<file path="src/rtl/alu_frame_deserializer.sv">
// Serial frame receiver: NUM_OPS operands of DATA_W bits plus a command byte, CRC4-checked, valid/ready output.
// Optional op-code filtering is compiled in with `define ALU_DESER_OP_CHECK_EN.
module alu_frame_deserializer #(
  parameter int unsigned DATA_W   = 32,
  parameter int unsigned NUM_OPS  = 2,
  parameter int unsigned IDLE_GAP = 11
) (
  input  logic                        clk,
  input  logic                        rst,
  input  logic                        sin,
  output logic [NUM_OPS*DATA_W-1:0]   operands,
  output logic [7:0]                  ctl,
  output logic                        out_err,
  output logic                        out_valid,
  input  logic                        out_ready,
  output logic                        overrun
);

  localparam int unsigned TOT   = NUM_OPS * DATA_W;
  localparam int unsigned P     = TOT / 8;
  localparam int unsigned CNT_W = $clog2(P + 1);
  localparam int unsigned GAP_W = $clog2(IDLE_GAP + 1);
  localparam logic [CNT_W-1:0] P_C      = CNT_W'(P);
  localparam logic [GAP_W-1:0] GAP_LAST = GAP_W'(IDLE_GAP - 1);
  localparam logic [7:0] ERR_DATA = 8'hC9;
  localparam logic [7:0] ERR_CRC  = 8'hA5;
  localparam logic [7:0] CTL_IDLE = 8'hFF;
`ifdef ALU_DESER_OP_CHECK_EN
  localparam logic [7:0] ERR_OP   = 8'h93;
`endif

  typedef enum logic [1:0] {S_IDLE, S_PKT, S_CHECK, S_ERROR} state_t;
  state_t state, state_nx;

  logic [3:0]       bit_idx;
  logic [CNT_W-1:0] pkt_cnt;
  logic             is_cmd;
  logic             err_pend;
  logic [GAP_W-1:0] gap_cnt;
  logic [TOT-1:0]   arr_sr;
  logic [7:0]       cmd_sr;
  logic             det_err;
  logic             data_done;

  logic [TOT-1:0]   rx_ops;
  logic [TOT+2:0]   msg;
  logic [3:0]       crc_calc;
  logic             crc_fb;
  logic [7:0]       res_ctl;
  logic             res_err;

  always_ff @(posedge clk) begin
    if (!rst) state <= S_IDLE;
    else      state <= state_nx;
  end

  always_comb begin
    state_nx  = state;
    det_err   = 1'b0;
    data_done = 1'b0;
    unique case (state)
      S_IDLE: if (!sin) state_nx = S_PKT;
      S_PKT: begin
        // type bit must be CMD exactly when all DATA packets have arrived
        if (bit_idx == 4'd1) begin
          if (sin != (pkt_cnt == P_C)) det_err = 1'b1;
        end else if (bit_idx == 4'd2) begin
          if (is_cmd && sin) det_err = 1'b1;
        end else if (bit_idx == 4'd10) begin
          if (!sin)        det_err = 1'b1;
          else if (is_cmd) state_nx = S_CHECK;
          else begin
            state_nx  = S_IDLE;
            data_done = 1'b1;
          end
        end
        if (det_err) state_nx = S_CHECK;
      end
      S_CHECK: state_nx = err_pend ? S_ERROR : S_IDLE;
      S_ERROR: if (sin && gap_cnt == GAP_LAST) state_nx = S_IDLE;
      default: state_nx = S_IDLE;
    endcase
  end

  always_ff @(posedge clk) begin
    if (!rst) begin
      bit_idx  <= 4'd0;
      pkt_cnt  <= '0;
      is_cmd   <= 1'b0;
      err_pend <= 1'b0;
      gap_cnt  <= '0;
      arr_sr   <= '0;
      cmd_sr   <= '0;
    end else begin
      unique case (state)
        S_IDLE: bit_idx <= 4'd1;
        S_PKT: begin
          bit_idx  <= bit_idx + 4'd1;
          err_pend <= det_err;
          if (bit_idx == 4'd1) is_cmd <= sin;
          if (bit_idx >= 4'd2 && bit_idx <= 4'd9) begin
            if (is_cmd) cmd_sr <= {cmd_sr[6:0], sin};
            else        arr_sr <= {arr_sr[TOT-2:0], sin};
          end
          if (data_done) pkt_cnt <= pkt_cnt + CNT_W'(1);
        end
        S_CHECK: begin
          pkt_cnt <= '0;
          gap_cnt <= '0;
        end
        S_ERROR: gap_cnt <= sin ? gap_cnt + GAP_W'(1) : '0;
        default: ;
      endcase
    end
  end

  // arrival order puts operand 0 in the top word; output packing wants it at the bottom
  always_comb begin
    rx_ops = '0;
    for (int unsigned k = 0; k < NUM_OPS; k++)
      rx_ops[k*DATA_W +: DATA_W] = arr_sr[(NUM_OPS-1-k)*DATA_W +: DATA_W];
  end

  always_comb begin
    msg      = {rx_ops, cmd_sr[6:4]};
    crc_calc = '0;
    crc_fb   = 1'b0;
    for (int unsigned i = 0; i < TOT + 3; i++) begin
      crc_fb   = crc_calc[3] ^ msg[TOT+2-i];
      crc_calc = {crc_calc[2:0], 1'b0} ^ {2'b00, crc_fb, crc_fb};
    end
  end

  always_comb begin
    res_err = 1'b1;
    res_ctl = ERR_DATA;
    if (err_pend) begin
      res_ctl = ERR_DATA;
    end else if (crc_calc != cmd_sr[3:0]) begin
      res_ctl = ERR_CRC;
`ifdef ALU_DESER_OP_CHECK_EN
    end else if (!(cmd_sr[6:4] inside {3'b000, 3'b001, 3'b100, 3'b101})) begin
      res_ctl = ERR_OP;
`endif
    end else begin
      res_err = 1'b0;
      res_ctl = cmd_sr;
    end
  end

  always_ff @(posedge clk) begin
    if (!rst) begin
      operands  <= '0;
      ctl       <= CTL_IDLE;
      out_err   <= 1'b0;
      out_valid <= 1'b0;
      overrun   <= 1'b0;
    end else begin
      overrun <= 1'b0;
      if (state == S_CHECK) begin
        if (out_valid && !out_ready) begin
          overrun <= 1'b1;
        end else begin
          out_valid <= 1'b1;
          ctl       <= res_ctl;
          out_err   <= res_err;
          if (!res_err) operands <= rx_ops;
        end
      end else if (out_valid && out_ready) begin
        out_valid <= 1'b0;
        ctl       <= CTL_IDLE;
        out_err   <= 1'b0;
      end
    end
  end

endmodule

</file>
<file path="config.mk">
export PLATFORM = sky130hd
export DESIGN_NAME = alu_frame_deserializer
export DESIGN_NICKNAME = d
export VERILOG_FILES = /design/src/rtl/alu_frame_deserializer.sv
export SDC_FILE = /design/constraint.sdc
export NUM_CORES = 1
export LEC_CHECK = 0
export CAP_MARGIN = 0
export CORE_ASPECT_RATIO = 0.75
export CORE_UTILIZATION = 57
export CTS_BUF_LIST = sky130_fd_sc_hd__clkbuf_8 sky130_fd_sc_hd__clkbuf_16
export CTS_CLUSTER_SIZE = 30
export DETAILED_ROUTE_END_ITERATION = 12
export DONT_BUFFER_PORTS = 1
export PLACE_DENSITY = 0.83
export SETUP_SLACK_MARGIN = 0.2
export SYNTH_ARGS = -nofsm -noshare
export SYNTH_HDL_FRONTEND = slang
export SYNTH_SLANG_ARGS = --single-unit
</file>
<file path="constraint.sdc">
create_clock -name clk -period 3.9 [get_ports clk]
set_clock_uncertainty 0.15 [all_clocks]
set_input_delay 0.39 -clock clk [delete_from_list [all_inputs] [get_ports clk]]
set_output_delay 0.39 -clock clk [all_outputs]
set_load 0.01 [all_outputs]
</file>
==> run_results.csv, run 1 <==
group,metric,value,unit
worst_setup_path,cp_common_cell,"xnor3_1",
run_status,status,"finished, violations left",
pwr,power_density,417,nW/um^2
drt,first_pass_iters,5,
sta,grt_setup_unrepaired,"true",
synth,synth_common_cells,"dfxtp_1 (163), a21oi_1 (144), nand2_1 (143), nand3_1 (68), o21ai_0 (68)",
place,dp_cells,1004,
synth,synthCells,868,
drt,vias,6396,
drt,antenna_left,0,
sta,worst_slack,-0.0846,ns
synth,avgSynthCellArea,8.52,um^2
clock_network,h-tree-depth,4,
drt,drt_iter0_drc,582,
pwr,vdd_ir_drop_max,0.396,mV
layout,postLayoutCellArea,8860,um^2
floorplanning,die_area,13400,um^2
clock_network,clk_latency,0.43,ns
run_status,failed_checks,"setup timing",
worst_setup_path,worst-setup-path-type,"reg2reg",
clock_network,cts_buffers,17,
sta,finalCritPeriodShare,1.02,
pwr,report.power.total,3.70,mW
synth,yosysWarnings,0,
drt,wl,19800,um
synth,yosysMostFrequentCell,"dfxtp_1",
sta,hold_viol,0,
place,placed_area,7690,um^2
floorplanning,core-area,12500,um^2
worst_setup_path,required,4.05,ns
sta,fmax,0.251,GHz
drt,viasPerCell,6.02,
synth,synth_area,7400,um^2
global_route,track_usage,0.273,
floorplanning,core.rowCount,35,
worst_setup_path,cp_max_fo,26,
synth,yosysSeqAreaShare,0.441,
synth,yosys.area.top_type_share,0.441,
clock_network,cts_tree,"built",
clock_network,cts_buffer_depth,2,
layout,post-route-util,0.710,
worst_setup_path,crit_path_start_kind,"register",
sta,final_max_slew_viol_count,0,
place,portBuffers,0,
synth,synth_cell_type_count,43,
place,place_congestion,0.810,
sta,relSlewSlack,0.211,
worst_setup_path,endpoint_kind,"register",
sta,worstMarginPinSlew,1.18,ns
global_route,grt_first_pass_wirelength,28900,um
worst_setup_path,max_stage_delay,0.45,ns
pwr,p_leak,3.24,nW
synth,synth_nets,880,
place,dp_hpwl,11000,um
layout,instances_no_fill,1062,
global_route,grt_pass1_vias,5706,
layout,area_delta_synth_final,19.8,%
synth,ys_ff_latch,163,
worst_setup_path,critical_path.top_delay_family,"XOR/XNOR gates",
layout,layout-drive-gt1-share,0.162,
floorplanning,io_pins,79,
flow_run,drv_cap,0,
global_route,antenna_found_initial,0,
worst_setup_path,path_cells,"xnor2_2 -> xnor3_1 -> xnor3_1 -> xnor3_1 -> xnor3_1 -> xnor3_1 -> or3_4 -> a211o_4 -> buf_12 -> o21ai_0 -> a21oi_2",
sta,finalSetupViolCount,55,
floorplanning,die_height,101,um
layout,n_antenna_cell,0,
clock_network,cts-root-buf,"clkbuf_16",
global_route,gr-total-overflow,0,
floorplanning,initial_utilization,0.593,
worst_setup_path,cp.arrival,4.14,ns
hold_path,hold_path.class,"in2reg",
synth,synth_edf_count,0,
layout,final_nets,895,
global_route,grt_max_degree,91,
drt,drt-wirelength-per-cell,18.6,um
worst_setup_path,critPathBufInv,1,
clock_network,cts.reportedPaths.clkPinSlew,0.07,ns
synth,yosysTopAreaCell,"dfxtp_1",
synth,synthTopCellsByArea,"dfxtp_1 (44%), a21oi_1 (9.7%), xnor2_1 (7.7%)",
clock_network,cts.sinks,163,
synth,dominantRegCellSynth,"dfxtp_1",
drt,drc_errors,0,
sta,min_period,3.98,ns
synth,ys_async_sr_fraction,0,
worst_setup_path,slowest_stage,"xnor3_1",
floorplanning,die_w,134,um
==> path summary, 6_finish.rpt <==
kind | cells past startpoint | to | slack (ns) | start
max | 11 | operands[4] | -0.08 | arr_sr[9]
min | 2 | pkt_cnt[0] | 0.01 | rst
max reg2reg | 11 | operands[4] | -0.08 | arr_sr[9]
min reg2reg | 2 | gap_cnt[3] | 0.33 | gap_cnt[3]
==> registers in the layout (all words and copies together) (netlist names) <==
signal	count
err_pend	1
cmd_sr	8
arr_sr	64
overrun	1
gap_cnt	4
pkt_cnt	4
is_cmd	1
state	2
out_valid	1
ctl	8
out_err	1
operands	64
bit_idx	4
==> power by group <==
| group | switching (mW) | internal, mW |
|---|---|---|
| Sequential | 0.0144 | 1.67 |
| Combinational | 0.205 | 0.144 |
| Clock | 0.694 | 0.974 |
==> layer usage <==
metal	track usage	vias up	routed length, um
met4	0.108	0	411
met5	0	-	0
li1	-	2985	-
met2	0.428	263	9450
met3	0.0749	41	1550
met1	0.361	3107	8340
==> area by class of cell <==
type	instances	area (um^2)
clock buffer	19	453
clock inverter	13	131
fill	847	3620
inverter	10	40.0
multi-input combinational	632	4120
sequential	163	3290
tap	166	208
timing repair buffer	59	622
==> placed cells by master, fill, tap and decap left out, types with 3 or more instances in the layout <==
master	instances
nor2b_1	4
xor2_2	3
clkinv_2	5
xnor3_1	15
and3_1	4
nand3_1	63
nand2_1	141
clkbuf_16	21
a21oi_2	7
buf_6	3
buf_12	5
dfxtp_1	153
ha_1	8
dlygate4sd3_1	3
nor2_1	37
dfxtp_2	5
xnor2_1	50
inv_1	10
o21ai_1	15
o21ai_0	51
xnor3_2	3
buf_4	42
a21oi_1	137
nand2b_1	4
mux2i_1	10
xor2_1	18
xnor2_2	15
dfxtp_4	5
nand3_2	5
==> metrics by stage <==
step	TNS (ns)	hold slack, ns	worst slack [ns]
2_1_floorplan	0	0.290	0.215
3_3_place_gp	0	0.305	0.106
3_5_place_dp	0	0.320	0.00490
4_1_cts	0	0.00845	0.115
5_1_grt	-8.04	0.0187	-0.181
6_report	-1.90	0.0101	-0.0846
==> timing repair <==
item / in CTS / in global routing
hold buffers: 2 / 1
endpoints found under the setup margin: 69 / 71
hold endpoints to repair: 5 / 1
pin swaps: 4 / 16
gates resized for setup: 29 / 48
cloned: 1 / 5
setup buffers: 7 / 10
==> cells by family after synthesis <==
kind of cell	count (synthesis)	synth area share
and+or+nand+nor	277	0.163
AOI/OAI and AO/OA	229	0.163
DFF	163	0.441
xor gates and xnor gates	107	0.164
buffers and inverters	73	0.0402
muxes	11	0.0149
adders and majority gates	8	0.0135
(Power assumes the default switching activity.)
==> inputs of run 2 (changes only) <==
--- a/config.mk
+++ b/config.mk
@@ -8,7 +8,6 @@
 export CAP_MARGIN = 0
 export CORE_ASPECT_RATIO = 0.75
 export CORE_UTILIZATION = 57
-export CTS_BUF_LIST = sky130_fd_sc_hd__clkbuf_8 sky130_fd_sc_hd__clkbuf_16
 export CTS_CLUSTER_SIZE = 30
 export DETAILED_ROUTE_END_ITERATION = 12
 export DONT_BUFFER_PORTS = 1
==> run_results.csv, run 2 (same netlist as run 1, synthesis figures left out) <==
group,metric,value,unit
run_status,status,"finished, violations left",
run_status,failed_checks,"setup timing",
global_route,grt_pass1_vias,5706,
sta,setup_tns,-1.87,ns
drt,wl,19700,um
floorplanning,initial_utilization,0.593,
worst_setup_path,required,4.05,ns
drt,drt_iter0_drc,582,
sta,final_max_slew_viol_count,0,
worst_setup_path,worst-setup-path-type,"reg2reg",
worst_setup_path,cp.arrival,4.14,ns
sta,worstMarginPinSlew,1.17,ns
clock_network,clk_latency,0.43,ns
worst_setup_path,path_cells,"xnor2_2 -> xnor3_1 -> xnor3_1 -> xnor3_1 -> xnor3_1 -> xnor3_1 -> or3_4 -> a211o_4 -> buf_12 -> o21ai_0 -> a21oi_2",
sta,finalCritPeriodShare,1.02,
clock_network,cts.sinks,163,
floorplanning,die_w,134,um
worst_setup_path,cp_common_cell,"xnor3_1",
layout,n_antenna_cell,0,
flow_run,drv_cap,0,
pwr,p_leak,3.24,nW
worst_setup_path,r2r-end,"operands[4]",
layout,final_nets,895,
clock_network,cts_buffers,17,
worst_setup_path,max_stage_delay,0.45,ns
sta,relSlewSlack,0.218,
sta,finalSetupViolCount,54,
global_route,track_usage,0.273,
global_route,grt_first_pass_wirelength,28900,um
place,dp_hpwl,11000,um
hold_path,hold_depth,2,
drt,drt-wirelength-per-cell,18.6,um
drt,first_pass_iters,5,
worst_setup_path,rr_worst_depth,11,
sta,whs,0.0103,ns
worst_setup_path,crit_path_start_kind,"register",
pwr,vdd_ir_drop_max,0.397,mV
drt,viasPerCell,6.03,
layout,final_cell_mix,"dfxtp_1 (153), nand2_1 (141), a21oi_1 (137)",
worst_setup_path,r2r_start,"arr_sr[9]",
clock_network,cts_buffer_depth,2,
hold_path,worstHoldStart,"rst",
layout,layout_commonest_cell,"dfxtp_1",
drt,vias,6403,
pwr,power_density,418,nW/um^2
clock_network,cts_tree,"built",
global_route,gr-total-overflow,0,
sta,min_period,3.98,ns
hold_path,hold_path_end,"pkt_cnt[0]",
drt,drc_errors,0,
place,dp_cells,1004,
clock_network,cts-root-buf,"clkbuf_16",
floorplanning,die_height,101,um
sta,hold_viol,0,
worst_setup_path,cp_max_fo,26,
sta,fmax,0.251,GHz
sta,worst_slack,-0.0843,ns
clock_network,cts.reportedPaths.clkPinSlew,0.07,ns
sta,grt_setup_unrepaired,"true",
worst_setup_path,endpoint_kind,"register",
place,place_congestion,0.810,
global_route,antenna_found_initial,0,
worst_setup_path,slowest_stage,"xnor3_1",
place,post-place-ws,0.00490,ns
layout,instances_no_fill,1062,
floorplanning,core-area,12500,um^2
floorplanning,io_pins,79,
place,portBuffers,0,
floorplanning,die_area,13400,um^2
pwr,report.power.total,3.70,mW
worst_setup_path,rrSetupSlack,-0.08,ns
layout,layout-drive-gt1-share,0.162,
layout,area_delta_synth_final,19.8,%
hold_path,hold_path.class,"in2reg",
global_route,grt_max_degree,91,
drt,antenna_left,0,
floorplanning,core.rowCount,35,
layout,top_regs,"arr_sr (64), operands (64)",
clock_network,h-tree-depth,4,
run 2: changes by cell type in the layout (fill, tap and decap cells not counted), sizes merged:
cell / delta
clkbuf: +1
inv: -1
run 2: worst max-delay path by stage:
stage	slack [ns]	start	to
after CTS	0.11	arr_sr[61]	operands[47]
after global routing	-0.18	arr_sr[9]	operands[4]
after floorplan	0.22	arr_sr[1]	ctl[0]
after global placement	0.11	arr_sr[30]	operands[37]
after detailed placement	0.005	arr_sr[30]	operands[42]
final	-0.08	arr_sr[9]	operands[4]
run 2: stage by stage:
stage                util  area [um^2]
global placement    0.616         7690
detailed placement  0.616         7690
global route        0.710         8860
floorplan               -         7450
finish              0.710         8860
CTS                 0.680         8480
run 2: power by group:
group	total, mW	internal [mW]	leakage, nW	switching (mW)
registers	1.68	1.67	1.32	0.0144
clock network	1.67	0.977	0.290	0.694
logic	0.348	0.144	1.63	0.204
total	3.70	2.79	3.24	0.913
run 2: routing by layer:
metal	GRT usage	wire length (um)	up-vias
li1	-	-	2988
met1	0.361	8310	3105
met2	0.428	9480	271
met3	0.0749	1540	39
met4	0.108	408	0
met5	0	0	-
run 2: repair_timing:
item | in CTS | in global routing
endpoints found under the setup margin | 69 | 71
pin swaps | 4 | 16
endpoints found under the hold margin | 5 | 1
hold buffers | 2 | 1
gates cloned | 1 | 5
buffers inserted | 7 | 10
resized for setup | 29 | 48
run 2: final cells by class:
cell class                 instances  area [um^2]
timing repair buffer              59          622
multi-input combinational        632         4120
inverter                          10         40.0
fill                             847         3620
sequential                       163         3290
clock inverter                    12          128
tap                              166          208
clock buffer                      20          457
run 2: worst max-delay path: cells and delay by family (launching register included):
family | cells | cell delay [ns]
XOR/XNOR | 6 | 2.06
buffers and inverters | 1 | 0.17
AO/OA/AOI/OAI | 3 | 0.74
flip-flops | 1 | 0.35
AND/OR/NAND/NOR | 1 | 0.39
